==> config.mk <==
export PLATFORM = sky130hd
export DESIGN_NAME = psu_uc_sequencer_flat
export DESIGN_NICKNAME = d
export VERILOG_FILES = /design/src/rtl/psu_uc_sequencer_if.sv /design/src/rtl/psu_uc_sequencer.sv /design/src/flat_wrapper.sv
export SDC_FILE = /design/constraint.sdc
export NUM_CORES = 1
export LEC_CHECK = 0
export ABC_AREA = 0
export BUFFER_PORTS_ARGS = -buffer_cell sky130_fd_sc_hd__buf_2
export CAP_MARGIN = 25
export CORE_MARGIN = 2
export CORE_UTILIZATION = 45
export DETAILED_ROUTE_END_ITERATION = 12
export GPL_ROUTABILITY_DRIVEN = 1
export PLACE_DENSITY = 0.78
export SLEW_MARGIN = 20
export SYNTH_ARGS = -nofsm -noshare
export SYNTH_HDL_FRONTEND = slang
export SYNTH_SLANG_ARGS = --single-unit
==> constraint.sdc <==
create_clock -name clk -period 2.4 [get_ports clk]
set_input_delay 0.48 -clock clk [delete_from_list [all_inputs] [get_ports clk]]
set_output_delay 0.48 -clock clk [all_outputs]
set_load 0.01 [all_outputs]
==> src/rtl/psu_uc_sequencer_if.sv <==
// Command/step bus between a command source and the PSU unit-cell sequencer.
// The master issues commands and UCC readiness; the slave drives the decoder-facing outputs.
interface psu_uc_sequencer_if #(
  parameter int OPCODE_BW = 4,
  parameter int UCADDR_BW = 8,
  parameter int NUM_UCC   = 4,
  parameter int NUM_PCU   = 4,
  parameter int ROUND_BW  = 4
);
  logic                            cmd_valid;
  logic                            cmd_ready;
  logic [OPCODE_BW-1:0]            cmd_opcode;
  logic [NUM_PCU*2*OPCODE_BW-1:0]  cmd_pchop;
  logic [ROUND_BW-1:0]             cmd_rounds;
  logic                            abort;
  logic                            ucc_ready;
  logic [OPCODE_BW-1:0]            opcode_running;
  logic [NUM_PCU*2*OPCODE_BW-1:0]  pchop_list;
  logic [NUM_UCC*UCADDR_BW-1:0]    uc_counter;
  logic                            uc_valid;
  logic                            busy;
  logic                            done;

  modport master (
    output cmd_valid, cmd_opcode, cmd_pchop, cmd_rounds, abort, ucc_ready,
    input  cmd_ready, opcode_running, pchop_list, uc_counter, uc_valid, busy, done
  );

  modport slave (
    input  cmd_valid, cmd_opcode, cmd_pchop, cmd_rounds, abort, ucc_ready,
    output cmd_ready, opcode_running, pchop_list, uc_counter, uc_valid, busy, done
  );
endinterface

==> src/rtl/psu_uc_sequencer.sv <==
// PSU unit-cell sequencer: latches one command and walks every unit cell of the patch,
// split evenly over NUM_UCC controllers, for a programmable number of rounds.
module psu_uc_sequencer #(
  parameter int OPCODE_BW  = 4,
  parameter int UCADDR_BW  = 8,
  parameter int NUM_UCC    = 4,
  parameter int NUM_PCU    = 4,
  parameter int NUM_UCROW  = 8,
  parameter int NUM_UCCOL  = 8,
  parameter int ROUND_BW   = 4,
  parameter int NOP_OPCODE = 0
) (
  input  logic               clk,
  input  logic               rst_n,
  psu_uc_sequencer_if.slave  bus
);
  localparam int NUM_CELLS = NUM_UCROW * NUM_UCCOL;
  localparam int STEPS     = NUM_CELLS / NUM_UCC;
  localparam int STEP_BW   = (STEPS > 1) ? $clog2(STEPS) : 1;
  localparam int PCHOP_BW  = NUM_PCU * 2 * OPCODE_BW;
  localparam int UCV_BW    = NUM_UCC * UCADDR_BW;

  if (((NUM_CELLS % NUM_UCC) != 0) || ((NUM_CELLS - 1) >= (2 ** UCADDR_BW))) begin : g_bad_cfg
    $error("psu_uc_sequencer: illegal NUM_UCC/UCADDR_BW for this patch size");
  end

  typedef enum logic [1:0] {
    S_IDLE = 2'd0,
    S_RUN  = 2'd1,
    S_DONE = 2'd2
  } state_t;

  state_t                r_state;
  logic [STEP_BW-1:0]    r_step;
  logic [ROUND_BW-1:0]   r_round;
  logic [ROUND_BW-1:0]   r_rounds_tgt;
  logic                  r_cmd_ready;
  logic                  r_uc_valid;
  logic                  r_busy;
  logic                  r_done;
  logic [OPCODE_BW-1:0]  r_opcode;
  logic [PCHOP_BW-1:0]   r_pchop;
  logic [UCV_BW-1:0]     r_uc_counter;

  logic                  w_go_idle;
  logic                  w_last_step;
  logic                  w_last_round;
  logic [STEP_BW-1:0]    w_step_nxt;
  logic [ROUND_BW-1:0]   w_rounds_cmd;

  // UCC j sees cell j*STEPS+step; the sum fits UCADDR_BW for any legal configuration.
  function automatic logic [UCV_BW-1:0] f_uc_vec(input logic [STEP_BW-1:0] step);
    logic [UCV_BW-1:0] v;
    v = {UCV_BW{1'b0}};
    for (int j = 0; j < NUM_UCC; j++) begin
      v[j*UCADDR_BW +: UCADDR_BW] = UCADDR_BW'(j * STEPS) + UCADDR_BW'(step);
    end
    return v;
  endfunction

  // DONE always falls back to IDLE; abort only matters once a command is in flight.
  assign w_go_idle    = (r_state != S_IDLE) && ((r_state != S_RUN) || bus.abort);
  assign w_last_step  = (r_step == STEP_BW'(STEPS - 1));
  assign w_last_round = (r_round == (r_rounds_tgt - ROUND_BW'(1)));
  assign w_step_nxt   = r_step + STEP_BW'(1);
  assign w_rounds_cmd = (bus.cmd_rounds == {ROUND_BW{1'b0}}) ? ROUND_BW'(1) : bus.cmd_rounds;

  // Sequencer FSM with all decoder-facing outputs registered.
  always_ff @(posedge clk or negedge rst_n) begin
    if (!rst_n) begin
      r_state      <= S_IDLE;
      r_step       <= {STEP_BW{1'b0}};
      r_round      <= {ROUND_BW{1'b0}};
      r_rounds_tgt <= {ROUND_BW{1'b0}};
      r_cmd_ready  <= 1'b1;
      r_uc_valid   <= 1'b0;
      r_busy       <= 1'b0;
      r_done       <= 1'b0;
      r_opcode     <= OPCODE_BW'(NOP_OPCODE);
      r_pchop      <= {PCHOP_BW{1'b0}};
      r_uc_counter <= {UCV_BW{1'b0}};
    end else if (w_go_idle) begin
      r_state      <= S_IDLE;
      r_step       <= {STEP_BW{1'b0}};
      r_round      <= {ROUND_BW{1'b0}};
      r_cmd_ready  <= 1'b1;
      r_uc_valid   <= 1'b0;
      r_busy       <= 1'b0;
      r_done       <= 1'b0;
      r_opcode     <= OPCODE_BW'(NOP_OPCODE);
      r_uc_counter <= {UCV_BW{1'b0}};
    end else begin
      case (r_state)
        S_IDLE: begin
          if (bus.cmd_valid && r_cmd_ready) begin
            r_state      <= S_RUN;
            r_step       <= {STEP_BW{1'b0}};
            r_round      <= {ROUND_BW{1'b0}};
            r_rounds_tgt <= w_rounds_cmd;
            r_cmd_ready  <= 1'b0;
            r_uc_valid   <= 1'b1;
            r_busy       <= 1'b1;
            r_opcode     <= bus.cmd_opcode;
            r_pchop      <= bus.cmd_pchop;
            r_uc_counter <= f_uc_vec({STEP_BW{1'b0}});
          end
        end
        S_RUN: begin
          if (bus.ucc_ready) begin
            if (w_last_step && w_last_round) begin
              r_state    <= S_DONE;
              r_uc_valid <= 1'b0;
              r_done     <= 1'b1;
            end else if (w_last_step) begin
              r_step       <= {STEP_BW{1'b0}};
              r_round      <= r_round + ROUND_BW'(1);
              r_uc_counter <= f_uc_vec({STEP_BW{1'b0}});
            end else begin
              r_step       <= w_step_nxt;
              r_uc_counter <= f_uc_vec(w_step_nxt);
            end
          end
        end
        default: begin
          r_state <= S_IDLE;
        end
      endcase
    end
  end

  assign bus.cmd_ready      = r_cmd_ready;
  assign bus.uc_valid       = r_uc_valid;
  assign bus.busy           = r_busy;
  assign bus.done           = r_done;
  assign bus.opcode_running = r_opcode;
  assign bus.pchop_list     = r_pchop;
  assign bus.uc_counter     = r_uc_counter;
endmodule

==> src/flat_wrapper.sv <==
// flat-port wrapper written by rule: the top's interface ports become plain ports
module psu_uc_sequencer_flat 
#(
  parameter int OPCODE_BW  = 4,
  parameter int UCADDR_BW  = 8,
  parameter int NUM_UCC    = 4,
  parameter int NUM_PCU    = 4,
  parameter int NUM_UCROW  = 8,
  parameter int NUM_UCCOL  = 8,
  parameter int ROUND_BW   = 4,
  parameter int NOP_OPCODE = 0
)
  (clk, rst_n, bus_cmd_valid, bus_cmd_opcode, bus_cmd_pchop, bus_cmd_rounds, bus_abort, bus_ucc_ready, bus_cmd_ready, bus_opcode_running, bus_pchop_list, bus_uc_counter, bus_uc_valid, bus_busy, bus_done);
  psu_uc_sequencer_if #(.OPCODE_BW(OPCODE_BW), .UCADDR_BW(UCADDR_BW), .NUM_UCC(NUM_UCC), .NUM_PCU(NUM_PCU), .ROUND_BW(ROUND_BW)) bus_i ();
  input  logic clk;
  input  logic rst_n;
  input wire logic [$bits(bus_i.cmd_valid)-1:0] bus_cmd_valid;
  input wire logic [$bits(bus_i.cmd_opcode)-1:0] bus_cmd_opcode;
  input wire logic [$bits(bus_i.cmd_pchop)-1:0] bus_cmd_pchop;
  input wire logic [$bits(bus_i.cmd_rounds)-1:0] bus_cmd_rounds;
  input wire logic [$bits(bus_i.abort)-1:0] bus_abort;
  input wire logic [$bits(bus_i.ucc_ready)-1:0] bus_ucc_ready;
  output wire logic [$bits(bus_i.cmd_ready)-1:0] bus_cmd_ready;
  output wire logic [$bits(bus_i.opcode_running)-1:0] bus_opcode_running;
  output wire logic [$bits(bus_i.pchop_list)-1:0] bus_pchop_list;
  output wire logic [$bits(bus_i.uc_counter)-1:0] bus_uc_counter;
  output wire logic [$bits(bus_i.uc_valid)-1:0] bus_uc_valid;
  output wire logic [$bits(bus_i.busy)-1:0] bus_busy;
  output wire logic [$bits(bus_i.done)-1:0] bus_done;
  assign bus_i.cmd_valid = bus_cmd_valid;
  assign bus_i.cmd_opcode = bus_cmd_opcode;
  assign bus_i.cmd_pchop = bus_cmd_pchop;
  assign bus_i.cmd_rounds = bus_cmd_rounds;
  assign bus_i.abort = bus_abort;
  assign bus_i.ucc_ready = bus_ucc_ready;
  assign bus_cmd_ready = bus_i.cmd_ready;
  assign bus_opcode_running = bus_i.opcode_running;
  assign bus_pchop_list = bus_i.pchop_list;
  assign bus_uc_counter = bus_i.uc_counter;
  assign bus_uc_valid = bus_i.uc_valid;
  assign bus_busy = bus_i.busy;
  assign bus_done = bus_i.done;
  psu_uc_sequencer #(.OPCODE_BW(OPCODE_BW), .UCADDR_BW(UCADDR_BW), .NUM_UCC(NUM_UCC), .NUM_PCU(NUM_PCU), .NUM_UCROW(NUM_UCROW), .NUM_UCCOL(NUM_UCCOL), .ROUND_BW(ROUND_BW), .NOP_OPCODE(NOP_OPCODE)) u_core (.clk(clk), .rst_n(rst_n), .bus(bus_i));
endmodule
Word level (Yosys, flattened, before mapping)
Cells that the tools add are included.
{ "totals": {"in_bits": 45, "register_bits": 86, "wordCells": 87, "output_inout_bits": 72} }
{ "classes": {"mux": 40, "n_bitwise": 1, "n_addsub": 6, "reduce_logical": 20, "eq_ne": 9} }
{ "op_table": {"columns": ["op", "count"], "rows": [
  ["32-bit two-way mux", 5],
  ["32-bit case mux with 2 select lines", 1],
  ["4-bit two-way mux", 13],
  ["4-bit case mux with 2 select lines", 2],
  ["6-bit by 4-bit adder with 7-bit output, first input constant", 2],
  ["1-bit two-way mux", 13],
  ["2-bit nonzero test", 6],
  ["3-bit by 1-bit inequality test with 1-bit output, second input constant", 3],
  ["3-bit AND reduction", 3],
  ["4-bit by 1-bit adder with 4-bit output, second input constant", 2],
  ["2-bit two-way mux", 4],
  ["4-bit AND reduction", 2],
  ["5-bit by 4-bit adder with 6-bit output, first input constant", 1],
  ["3-bit by 2-bit inequality test with 1-bit output, second input constant", 2],
  ["5-bit AND reduction", 1],
  ["4-bit == test", 1],
  ["4-bit == test, second input constant", 1],
  ["4-bit logical NOT", 1],
  ["2-bit case mux with 2 select lines", 1],
  ["4-bit by 1-bit subtractor with 4-bit output, second input constant", 1],
  ["1-bit logical AND", 3],
  ["3-bit nonzero test", 1],
  ["2-bit by 1-bit == test with 1-bit output, second input constant", 1],
  ["2-bit logical NOT", 1],
  ["other kinds (5)", 5]
]} }

Logic depth before layout (Yosys ltp)
Gate-level depths: netlist of run 1.
{ "depth": {"ltp_word": 7, "mapped_depth": 7, "mapped_depth_nobuf": 7} }

Least setup slack after synthesis of run 1
No wires, ideal clock.
{ "synth_path": {"path_kind": "register -> register", "start": "reg u_core.r_rounds_tgt[0]", "end": "reg u_core.r_uc_valid, in the netlist u_core.bus.uc_valid", "t_arrival_ns": 1.746, "stages_incl_launch_ff": 7, "setup_ns": 0.126, "setup_slack_ns": 0.527, "cell_sequence": "dfrtp_1 > inv_1 > ha_1 > xor3_1 > nor3_4 > nand3_2 > a311o_1"} }
{ "synth_via": {"elab_chain_cells": 5} }
{ "synth_rtl": {"columns": ["item", "line", "source"], "rows": [
  ["start: declaration", "psu_uc_sequencer.sv:36", "logic [ROUND_BW-1:0] r_rounds_tgt;"],
  ["start signal: assignment", "psu_uc_sequencer.sv:74", "r_rounds_tgt <= {ROUND_BW{1'b0}};"],
  ["start signal: assignment", "psu_uc_sequencer.sv:99", "r_rounds_tgt <= w_rounds_cmd;"],
  ["4-bit by 1-bit subtractor with 4-bit output", "psu_uc_sequencer.sv:64", "assign w_last_round = (r_round == (r_rounds_tgt - ROUND_BW'(1)));"],
  ["4-bit == test", "psu_uc_sequencer.sv:64", null],
  ["1-bit logical AND", "psu_uc_sequencer.sv:110", "if (w_last_step && w_last_round) begin"],
  ["3-bit by 1-bit inequality test with 1-bit output (no source line)", null, null],
  ["4-bit AND reduction (no source line)", null, null],
  ["end signal: assignment", "psu_uc_sequencer.sv:76", "r_uc_valid <= 1'b0;"],
  ["end signal: assignment", "psu_uc_sequencer.sv:87", "r_uc_valid <= 1'b0;"],
  ["end signal: assignment", "psu_uc_sequencer.sv:112", "r_uc_valid <= 1'b0;"],
  ["end: declaration", "psu_uc_sequencer.sv:38", "logic r_uc_valid;"]
]} }
Every way passes these cells.
A chain may end at the register's enable or synchronous reset.

Worst setup path in the final report of run 1
Ends and elaborated chain as after synthesis.

==> results of run 1 <==
-- layout by cell type (no fill, tap or decap), types with 2 or more instances in the layout --
cell type,netlist,layout
a21o_1,4,4
a21oi_1,2,2
a22o_1,4,4
a32o_1,2,2
and3_1,4,4
buf_12,0,2
buf_2,4,104
clkbuf_8,0,5
conb_1,1,12
dfrtp_1,54,54
ha_1,3,3
inv_1,5,5
mux2_1,3,3
mux2_2,31,31
mux2i_1,2,2
nand2_1,8,8
nand2b_1,2,2
nand3_1,2,2
nor2_1,3,3
nor3_1,3,3
nor3_4,1,2
nor3b_1,2,2
o211ai_1,2,2
o21ai_0,4,4
o21ai_1,5,5
xnor2_1,3,3
-- per-layer routing --
metal / routed length [um] / part of all wire [%] / vias to the layer above / global-route usage, %
li1: - / - / 841 / -
met1: 2049 / 44 / 869 / 19.10
met2: 2168 / 46 / 89 / 26.69
met3: 386 / 8.2 / 8 / 4.432
met4: 74 / 1.6 / 0 / 5.345
met5: 0 / 0 / - / 0
-- cells by family after synthesis --
group / Yosys count / synth area share [%]
buffers and inverters: 38 / 9.842
muxes: 36 / 15.92
DFF: 55 / 54.45
xor gates and xnor gates: 5 / 2.325
other: 1 / 0.1482
and+or+nand+nor: 30 / 6.973
adders and majority gates: 3 / 1.484
AOI/OAI and AO/OA: 31 / 8.853
-- worst max-delay path: stages, from the launching register on --
cell and delay [ps]:
dfrtp_1 400, inv_1 90, ha_1 210, xor3_1 390, nor3_4 250, nand3_2 190
a311o_1 400
-- how the worst max path moves through the flow --
| stage | from | to | slack [ps] |
|---|---|---|---|
| after floorplan | u_core.r_rounds_tgt[0] | u_core.bus.uc_valid | 530 |
| after global routing | u_core.r_rounds_tgt[0] | u_core.r_step[2] | 300 |
| after detailed placement | u_core.r_rounds_tgt[0] | u_core.bus.uc_valid | 370 |
| after CTS | u_core.r_rounds_tgt[0] | u_core.bus.uc_valid | 350 |
| after global placement | u_core.r_rounds_tgt[0] | u_core.bus.uc_valid | 450 |
| final | u_core.r_rounds_tgt[0] | u_core.bus.uc_valid | 370 |
-- registers in the layout, indices dropped and copies added, names as in the netlist --
signal / flops
u_core.r_state: 2
u_core.bus.done: 1
u_core.bus.uc_valid: 1
u_core.r_rounds_tgt: 4
u_core.bus.uc_counter: 2
u_core.r_round: 4
u_core.bus.pchop_list: 32
u_core.bus.busy: 1
u_core.r_step: 3
u_core.bus.opcode_running: 4
u_core.bus.cmd_ready: 1
-- layout make-up --
| type | instances | area (um2) |
|---|---|---|
| multi-input cells | 117 | 950.9 |
| fillers | 478 | 2382 |
| clock inverters | 2 | 12.51 |
| repair buffers | 107 | 568.0 |
| clock buffers | 6 | 72.57 |
| well taps | 72 | 90.09 |
| inverters | 5 | 18.77 |
| flip-flops and latches | 55 | 1378 |
-- report_power, final --
group / internal, mW / leakage [nW] / switching (mW) / total, mW
clock: 0.205 / 0.0412 / 0.285 / 0.490
sequential: 1.29 / 0.685 / 0.205 / 1.50
combinational: 0.613 / 0.902 / 0.560 / 1.17
-- per-stage QoR --
| step | power [mW] | util [%] | cells |
|---|---|---|---|
| global placement | 2.653 | 54.92 | 356 |
| CTS | 3.214 | 56.47 | 364 |
| finish | 3.159 | 56.47 | 364 |
| global route | 3.374 | 56.47 | 364 |
| floorplan | 2.264 | - | 210 |
| detailed placement | 2.710 | 54.92 | 356 |
==> summary.txt, run 1 <==
STA
  – Min Hold Slack: between 150 and 200 ps
  – Max Freq: 491.6 MHz
  – Hold Vio Cnt, Final: 0
  – Final period utilization: 84.76%
  – Min cycle time layout: 2034 ps
  – Relative slew margins: 64.15%
  – Max-slew violation count: 0
  – RSZ-0062 raised after global routing: false
  – TNS Setup: 0 ps
  – Worst Clk Skew: between 5 and 6 ps
  – Worst-Margin Slew: 537.7 ps
  – Setup ws final: around 370 ps
  – Endpoints failing setup: 0

Detailed routing
  – Via-to-Cell Ratio: ~5
  – Final WL: 4679 um
  – Via count: between 1.5k and 2k
  – DR WL/cell: approximately 13 um
  – Pre-antenna DRT Iters: 4
  – # DRC: 0
  – DR iter-0 viols: 36
  – Post-route ant nets: 0

Cells and area
  – Share of layout cells above drive strength 1: 51.71%
  – Antenna Cells: 0
  – Final Net Count: around 340
  – Finished Cell Area: ~3100 um2
  – Syn-to-layout area delta: 22.16%

Clock tree
  – Post-CTS resize count: 0
  – CTS root buf: clkbuf_8
  – Hold_buf cts: 0
  – Max H-tree Level: 2
  – Max Root-Sink Buffers: 2
  – Worst-path clk slew: 90 ps
  – CTS tree: built
  – CTS Sinks: 55
  – Total CTS buffers: 5
  – Post-CTS setup buffers: 0
  – Clk_lat worst skew: 300 ps

Floorplanning
  – Top-level port count: between 100 and 150
  – Die area: between 6000 and 7000 um2
  – Die width: 78.98 um
  – Die height: 78.98 um
  – Initial core utilization: 46.23%
  – Num rows: 27
  – Core Region: 5473 um2

Synth
  – Syn_area_per_cell: approximately 13 um2
  – Gate count after technology mapping: 199
  – #FFs+latches synth: 55
  – Netlist cell types: 42
  – Register area share after synthesis: 54.45%
  – Share of the synthesized area in the top cell type: 53.41%
  – Ys Warns: 0
  – Mapped Area: 2530 um2
  – Synth async-reset ratio: 100.0%
  – Most used DFF post-synth: dfrtp_1
  – Most common cell in the netlist: dfrtp_1
  – Top cells by count, synth: dfrtp_1, mux2_2, buf_4
  – Post-synth EDFFs: 0
  – Synth top area cells: dfrtp_1, mux2_2, buf_4
  – Largest area contributor in the netlist: dfrtp_1

Setup path
  – Kind of critical path: register to register
  – Critical path launch point type: register
  – Reg2Reg Setup Slack: 370 ps
  – RR Endpoint: u_core.bus.uc_valid
  – R2R Path Start: u_core.r_rounds_tgt[0]
  – R2R cell count: 6
  – CP Capture Type: register
  – CP Data Required Time: 2590 ps
  – WP data arrival: roughly 2200 ps
  – Max FO, Critical Path: 7

Flow run
  – Max Cap Violations: 0

Power and ir drop
  – Static leakage: around 1.6 nW
  – PwrDens: 1022 nW/um2
  – Max VDD drop: roughly 0.00053 V

Placed design
  – GP Congestion: 0.7996
  – Place WS: ~370 ps
  – Dpl hpwl: 3462 um
  – PortBufs: 104
  – Area post-placement: around 3000 um2

Global routing
  – Grt total ovfl: 0
  – First-pass GRT wire length: 7762 um
  – Vias in the first global route: 1788
  – Initial antenna violation count: 0
  – Largest net degree at the start of global routing: 46
  – Tot GR Track Use: between 15 and 20%

Worst hold path
  – Hold Crit Class: input port to asynchronous set/reset pin

Status
  – Status: complete, no violations
Note: power is estimated with default switching activity, not from simulation.
==> inputs of run 2 (changes only) <==
ABC_AREA = 1   (was 0)
CORE_UTILIZATION = 43   (was 45)
clock period = 1.7 ns   (was 2.4 ns; I/O delays follow)
==> run 2 against run 1 <==
Total power is 81% higher. Highest routed layer unchanged. Largest cell class unchanged. Wire length is 24% higher. Synthesized cell count is 61% higher. Worst setup slack worse by 290 ps. Fmax rose by 25%. Worst hold slack improved by 73 ps. Critical path depth up 5.
==> summary.txt, run 2 <==
Power and ir drop
  – NetSw: 2.332 mW
  – Internal: between 3 and 4 mW
  – Clk pwr share: ~18%
  – Comb pwr share: approximately 44%
  – Max VDD drop: 0.0006995 V
  – Sequential share of power: a little under two fifths
  – PwrDens: 1713 nW/um2
  – Switch share: around two fifths
  – Static leakage: between 1.5 and 2 nW

Clock tree
  – CTS tree: built
  – Max H-tree Level: 2
  – Total CTS buffers: 5
  – Worst-path clk slew: 100 ps
  – CTS root buf: clkbuf_8
  – Max Root-Sink Buffers: 2
  – CTS Sinks: 55
  – Clk_lat worst skew: 310 ps

Synth
  – Ys Warns: 0
  – Top cells by count, synth: nand2_1, dfrtp_1, buf_4
  – Most common cell in the netlist: nand2_1
  – Synth top area cells: dfrtp_1, nand2_1, buf_4
  – Syn_area_per_cell: 8.236 um2
  – Register area share after synthesis: between 50 and 60%
  – Largest area contributor in the netlist: dfrtp_1
  – Post-synthesis mux area share: 0%
  – Share of the synthesized area in the top cell type: around half
  – Main combinational cell family by area after synthesis: simple AND/OR/NAND/NOR gates
  – Most used DFF post-synth: dfrtp_1
  – Mapped Area: 2644 um2
  – Post-Synth Adder-Cell Area: under 10%
  – #FFs+latches synth: 55
  – Post-synth EDFFs: 0
  – Synth Area in Simple Gates: 30.81%
  – Gate count after technology mapping: 321
  – Synth async-reset ratio: 100.0%
  – Netlist cell types: 28
  – Post-synthesis compound-gate area fraction: 2.650%
  – XOR/XNOR Fraction of Synth Area: 0.9938%

Global routing
  – Initial antenna violation count: 0
  – First-pass GRT wire length: between 8000 and 9000 um
  – Largest net degree at the start of global routing: 41
  – GR peak layer: met2
  – Vias in the first global route: 1990
  – GR Util met1: 21.86%
  – Tot GR Track Use: 16.86%
  – Met2 Usage GRT: 28.55%
  – Grt total ovfl: 0
  – Met3 Track Usage GR: 3.913%

Detailed routing
  – DR iter-0 viols: a little over 100
  – Via-to-Cell Ratio: 4.571
  – Final WL: about 5800 um
  – # DRC: 0
  – Post-route ant nets: 0
  – DR WL/cell: 11.70 um
  – Pre-antenna DRT Iters: 6
  – Via count: 2258

Floorplanning
  – Core Region: 5921 um2
  – Die height: 82.41 um
  – Num rows: 28
  – Top-level port count: 117
  – Die area: about 6800 um2
  – Initial core utilization: 44.65%
  – Die width: 82.41 um

Flow run
  – Max Cap Violations: 0

Setup path
  – Worst-path cell with the longest stage delay: dfrtp_1
  – CP Data Required Time: 1950 ps
  – Max FO, Critical Path: 6
  – Worst path top cell family by delay: simple AND/OR/NAND/NOR gates
  – Top cell by count, worst path: nand2_1
  – Critical path launch point type: register
  – CP Capture Type: register
  – CP cell instances: inv_1, ha_1, inv_1, nand2_1, nand2_1, nand3_2, nor2_4, nand3_4, nand3_2, nand2_1, nand2_1
  – R2R cell count: 11
  – Kind of critical path: register to register
  – Critical path's largest stage delay: 380 ps
  – Critical path buffer and inverter count: 2
  – Number of stages on the worst setup path: 11
  – WP data arrival: 1880 ps

STA
  – Max Freq: 614.6 MHz
  – TNS Setup: 0 ps
  – Min cycle time layout: 1627 ps
  – Endpoints failing setup: 0
  – Worst Clk Skew: 5.916 ps
  – Hold Vio Cnt, Final: 0
  – Max-slew violation count: 0
  – Final period utilization: 95.70%
  – Worst-Margin Slew: around 630 ps
  – Setup ws final: 73.02 ps
  – Relative slew margins: 57.73%

Placed design
  – Dpl hpwl: 4151 um
  – Place WS: 29.97 ps
  – GP Congestion: roughly 0.85
  – PortBufs: 104

Cells and area
  – Share of layout cells above drive strength 1: 34.84%
  – Leading cell types in the layout, fill and taps excluded: nand2_1, buf_2, dfrtp_1
  – Syn-to-layout area delta: 25.89%
  – Antenna Cells: 0
  – Fill count: 559
  – Commonest non-fill, non-tap cell in the layout: nand2_1
  – Max reg flops: 32
  – Final Net Count: 466

Worst hold path
  – Hold Crit Class: input port to register
  – Min-Delay Path Depth: 3

Status
  – Status: complete, no violations
run 2: worst paths after layout:
check / slack (ps) / start / endpoint
hold / removal: 220 / bus_cmd_pchop[4] / u_core.bus.pchop_list[4]
min in group asynchronous: 500 / rst_n / u_core.r_step[0]
max in group asynchronous: 670 / rst_n / u_core.bus.cmd_ready
setup / recovery: 70 / u_core.r_rounds_tgt[1] / u_core.r_round[0]
hold reg to reg: 470 / u_core.bus.pchop_list[3] / u_core.bus.pchop_list[3]
setup reg to reg: 70 / u_core.r_rounds_tgt[1] / u_core.r_round[0]
run 2: repair_timing:
action	4_1_cts	5_1_grt
resized for setup	0	9
buffers inserted	0	3
hold buffers	1	0
endpoints found under the setup margin	0	12
hold endpoints to repair	14	0
run 2: cells by family after synthesis:
kind of cell / Yosys count
AND/OR/NAND/NOR: 193
XOR/XNOR: 3
adder cells (fa/ha/maj): 3
AO/OA/AOI/OAI: 12
flip-flops: 55
buffers and inverters: 54
other: 1
run 2: cell type report:
cell class	count	area, um2	share of cell area, %
clock buffers	5	68.82	2.068
inverters	19	71.32	2.143
well taps	75	93.84	2.820
clock inverters	3	67.56	2.030
multi-input cells	223	1026	30.83
repair buffers	114	623.1	18.72
flip-flops and latches	55	1378	41.39
run 2: routing by layer:
layer  vias up  part of all wire (%)
met5         -                     0
met4         0                   2.0
met3        17                   5.3
met2        78                    50
met1      1026                    43
li1       1137                     -
run 2: metrics by stage:
step,hold slack (ps),cell area [um2],utilization (%),power (mW),std cells
after global placement,296.6,3127,52.81,4.574,482
after global routing,214.8,3328,56.21,6.211,494
after detailed placement,300.9,3127,52.81,4.650,482
final,224.4,3328,56.21,5.702,494
after CTS,214.7,3273,55.28,5.692,491
after floorplan,44.41,2685,-,3.822,332
run 2: worst min-delay path: cells and delay by family:
| kind | cells | cell delay [ps] |
|---|---|---|
| simple gates | 2 | 90 |
| buf+inv | 1 | 70 |
run 2: power by group through the flow:
stage / clock, mW / combinational (mW) / sequential, mW
after floorplan: 0 / 1.39 / 2.43
after global placement: 0 / 2.38 / 2.20
after detailed placement: 0 / 2.44 / 2.20
after CTS: 1.05 / 2.45 / 2.19
after global routing: 1.11 / 2.84 / 2.26
final: 1.03 / 2.48 / 2.19
==> inputs of run 3 (changes only) <==
CELL_PAD_IN_SITES_DETAIL_PLACEMENT = 0   (was default)
CELL_PAD_IN_SITES_GLOBAL_PLACEMENT = 2   (was default)
CORE_MARGIN = 10   (was 2)
CORE_UTILIZATION = 23   (was 43)
PLACE_DENSITY = 0.76   (was 0.78)
==> run 3 against run 2 <==
Final cell count increased by 14%. Die area increased by 140%. Sequential share of layout area down 0.94 points. Core utilization fell by 26 points. Total power increased by 1.7%. Clock skew is 3.0 ps higher. Worst hold slack better by 19 ps. Sequential power about the same. Fmax up 3.4%. Combinational power grew 4%. Flip-flop and latch count unchanged. Register-to-register slack gained 50 ps. Critical endpoint is now u_core.bus.uc_valid.
==> summary.txt, run 3 (same netlist as run 2, synthesis figures left out) <==
Global routing
  – Largest net degree at the start of global routing: 42
  – Vias in the first global route: about 2.3k
  – Grt total ovfl: 0
  – First-pass GRT wire length: 11740 um
  – Tot GR Track Use: 8.756%
  – Initial antenna violation count: 0

Clock tree
  – Total CTS buffers: 5
  – Worst-path clk slew: 70 ps
  – CTS tree: built
  – CTS root buf: clkbuf_16
  – Post-CTS setup buffers: 0
  – Clk_lat worst skew: approximately 290 ps
  – Max Root-Sink Buffers: 2
  – CTS Sinks: 55
  – Max H-tree Level: 2

Power and ir drop
  – Max VDD drop: 0.0005296 V
  – Static leakage: 1.925 nW
  – PwrDens: ~1700 nW/um2

Floorplanning
  – Die height: 127.2 um
  – Top-level port count: ~120
  – Core Region: 11320 um2
  – Die width: 127.2 um
  – Num rows: 39
  – Initial core utilization: 23.35%
  – Die area: 16180 um2

STA
  – Worst Clk Skew: about 8.9 ps
  – Min cycle time layout: 1573 ps
  – Final period utilization: 92.54%
  – Setup ws final: ~130 ps
  – Endpoints failing setup: 0
  – Hold Vio Cnt, Final: 0
  – Min Hold Slack: 242.9 ps
  – Max-slew violation count: 0
  – Max Freq: between 600 and 700 MHz

Setup path
  – Worst path top cell family by delay: simple AND/OR/NAND/NOR gates
  – CP cell instances: inv_2, ha_4, inv_2, nand2_1, nand2_1, nand3_2, nor2_4, nand2_2, nand2_2, nand2_2, nand2_1, nand2_1
  – Critical path's largest stage delay: roughly 400 ps
  – CP Data Required Time: 1860 ps
  – Kind of critical path: register to register
  – CP Capture Type: register
  – Crit path launch: u_core.r_rounds_tgt[0]
  – Worst-path cell with the longest stage delay: dfrtp_1
  – R2R cell count: 12
  – Critical path launch point type: register
  – WP data arrival: about 1700 ps
  – RR Endpoint: u_core.bus.uc_valid
  – Number of stages on the worst setup path: 12
  – Critical path buffer and inverter count: 2
  – Max FO, Critical Path: 3
  – Reg2Reg Setup Slack: 130 ps
  – R2R Path Start: u_core.r_rounds_tgt[0]
  – Top cell by count, worst path: nand2_1
  – Worst setup path endpoint: u_core.bus.uc_valid

Cells and area
  – Antenna Cells: 0
  – Commonest non-fill, non-tap cell in the layout: nand2_1
  – Final Net Count: 465
  – Share of layout cells above drive strength 1: 34.21%
  – Leading cell types in the layout, fill and taps excluded: nand2_1, buf_2, dfrtp_1
  – Post-layout utilization of the core: 30.08%
  – Fill count: approximately 1.2k
  – Syn-to-layout area delta: 28.82%
  – Finished Cell Area: around 3400 um2
  – Fin cells: 561
  – Max reg flops: 32

Placed design
  – PortBufs: 104
  – Dpl hpwl: 5655 um
  – Area post-placement: 3214 um2
  – GP Congestion: 0.7693
  – Place WS: 47.20 ps
  – Dpl cells: 552

Detailed routing
  – # DRC: 0
  – DR iter-0 viols: 61
  – Final WL: 7368 um
  – DR WL/cell: 13.13 um
  – Via count: 2185
  – Via-to-Cell Ratio: 3.895
  – Pre-antenna DRT Iters: 4
  – Post-route ant nets: 0

Worst hold path
  – Hold Crit Class: input port to register

Flow run
  – Max Cap Violations: 0

Status
  – Status: complete, no violations
run 3: changes by cell type in the layout (fill, tap and decap cells not counted), sizes merged:
cell / before / now
clkinvlp: 1 / 0
clkbuf: 5 / 8
bufinv: 2 / 0
buf: 113 / 112
run 3: what timing repair did:
action / in CTS / in global routing
hold endpoints to repair: 13 / 0
resized for setup: 0 / 12
hold buffers: 1 / 0
setup endpoints to repair: 0 / 17
run 3: cell type report:
cell class / instances / area (um2) / area share [%]
well taps: 143 / 178.9 / 5.253
flip-flops and latches: 55 / 1378 / 40.45
clock buffers: 8 / 136.4 / 4.004
inverters: 19 / 73.82 / 2.168
multi-input cells: 223 / 1036 / 30.42
repair buffers: 113 / 603.1 / 17.71
run 3: how the worst min path moves through the flow:
stage | startpoint | to | cells past startpoint
2_1_floorplan | rst_n | u_core.bus.busy | 0
3_3_place_gp | rst_n | u_core.bus.uc_counter[27] | 1
3_5_place_dp | rst_n | u_core.r_step[0] | 1
4_1_cts | bus_cmd_pchop[26] | u_core.bus.pchop_list[26] | 3
5_1_grt | bus_cmd_pchop[5] | u_core.bus.pchop_list[5] | 3
6_report | bus_cmd_pchop[22] | u_core.bus.pchop_list[22] | 3
run 3: metal layers:
metal  global-route usage [%]  wire (um)
met5                        0          0
met2                    14.73       3685
met4                    2.210         23
met1                    9.936       3097
met3                    3.846        562
run 3: where the power goes:
| group | switching [mW] | internal [mW] |
|---|---|---|
| registers | 0.338 | 1.86 |
| clock network | 0.453 | 0.550 |
| logic | 1.63 | 0.960 |
run 3: worst register-to-register path: stages (launching register included):
cell and delay [ps]:
dfrtp_1 400, inv_2 90, ha_4 210, inv_2 40, nand2_1 40, nand2_1 70
nand3_2 90, nor2_4 170, nand2_2 70, nand2_2 80, nand2_2 60, nand2_1 80
nand2_1 50
run 3: stage by stage:
stage | setup TNS, ps | total power, mW
after CTS | 0 | 5.851
after global placement | 0 | 4.785
final | 0 | 5.799
after detailed placement | 0 | 4.810
after floorplan | 0 | 3.822
after global routing | -6.076 | 6.344
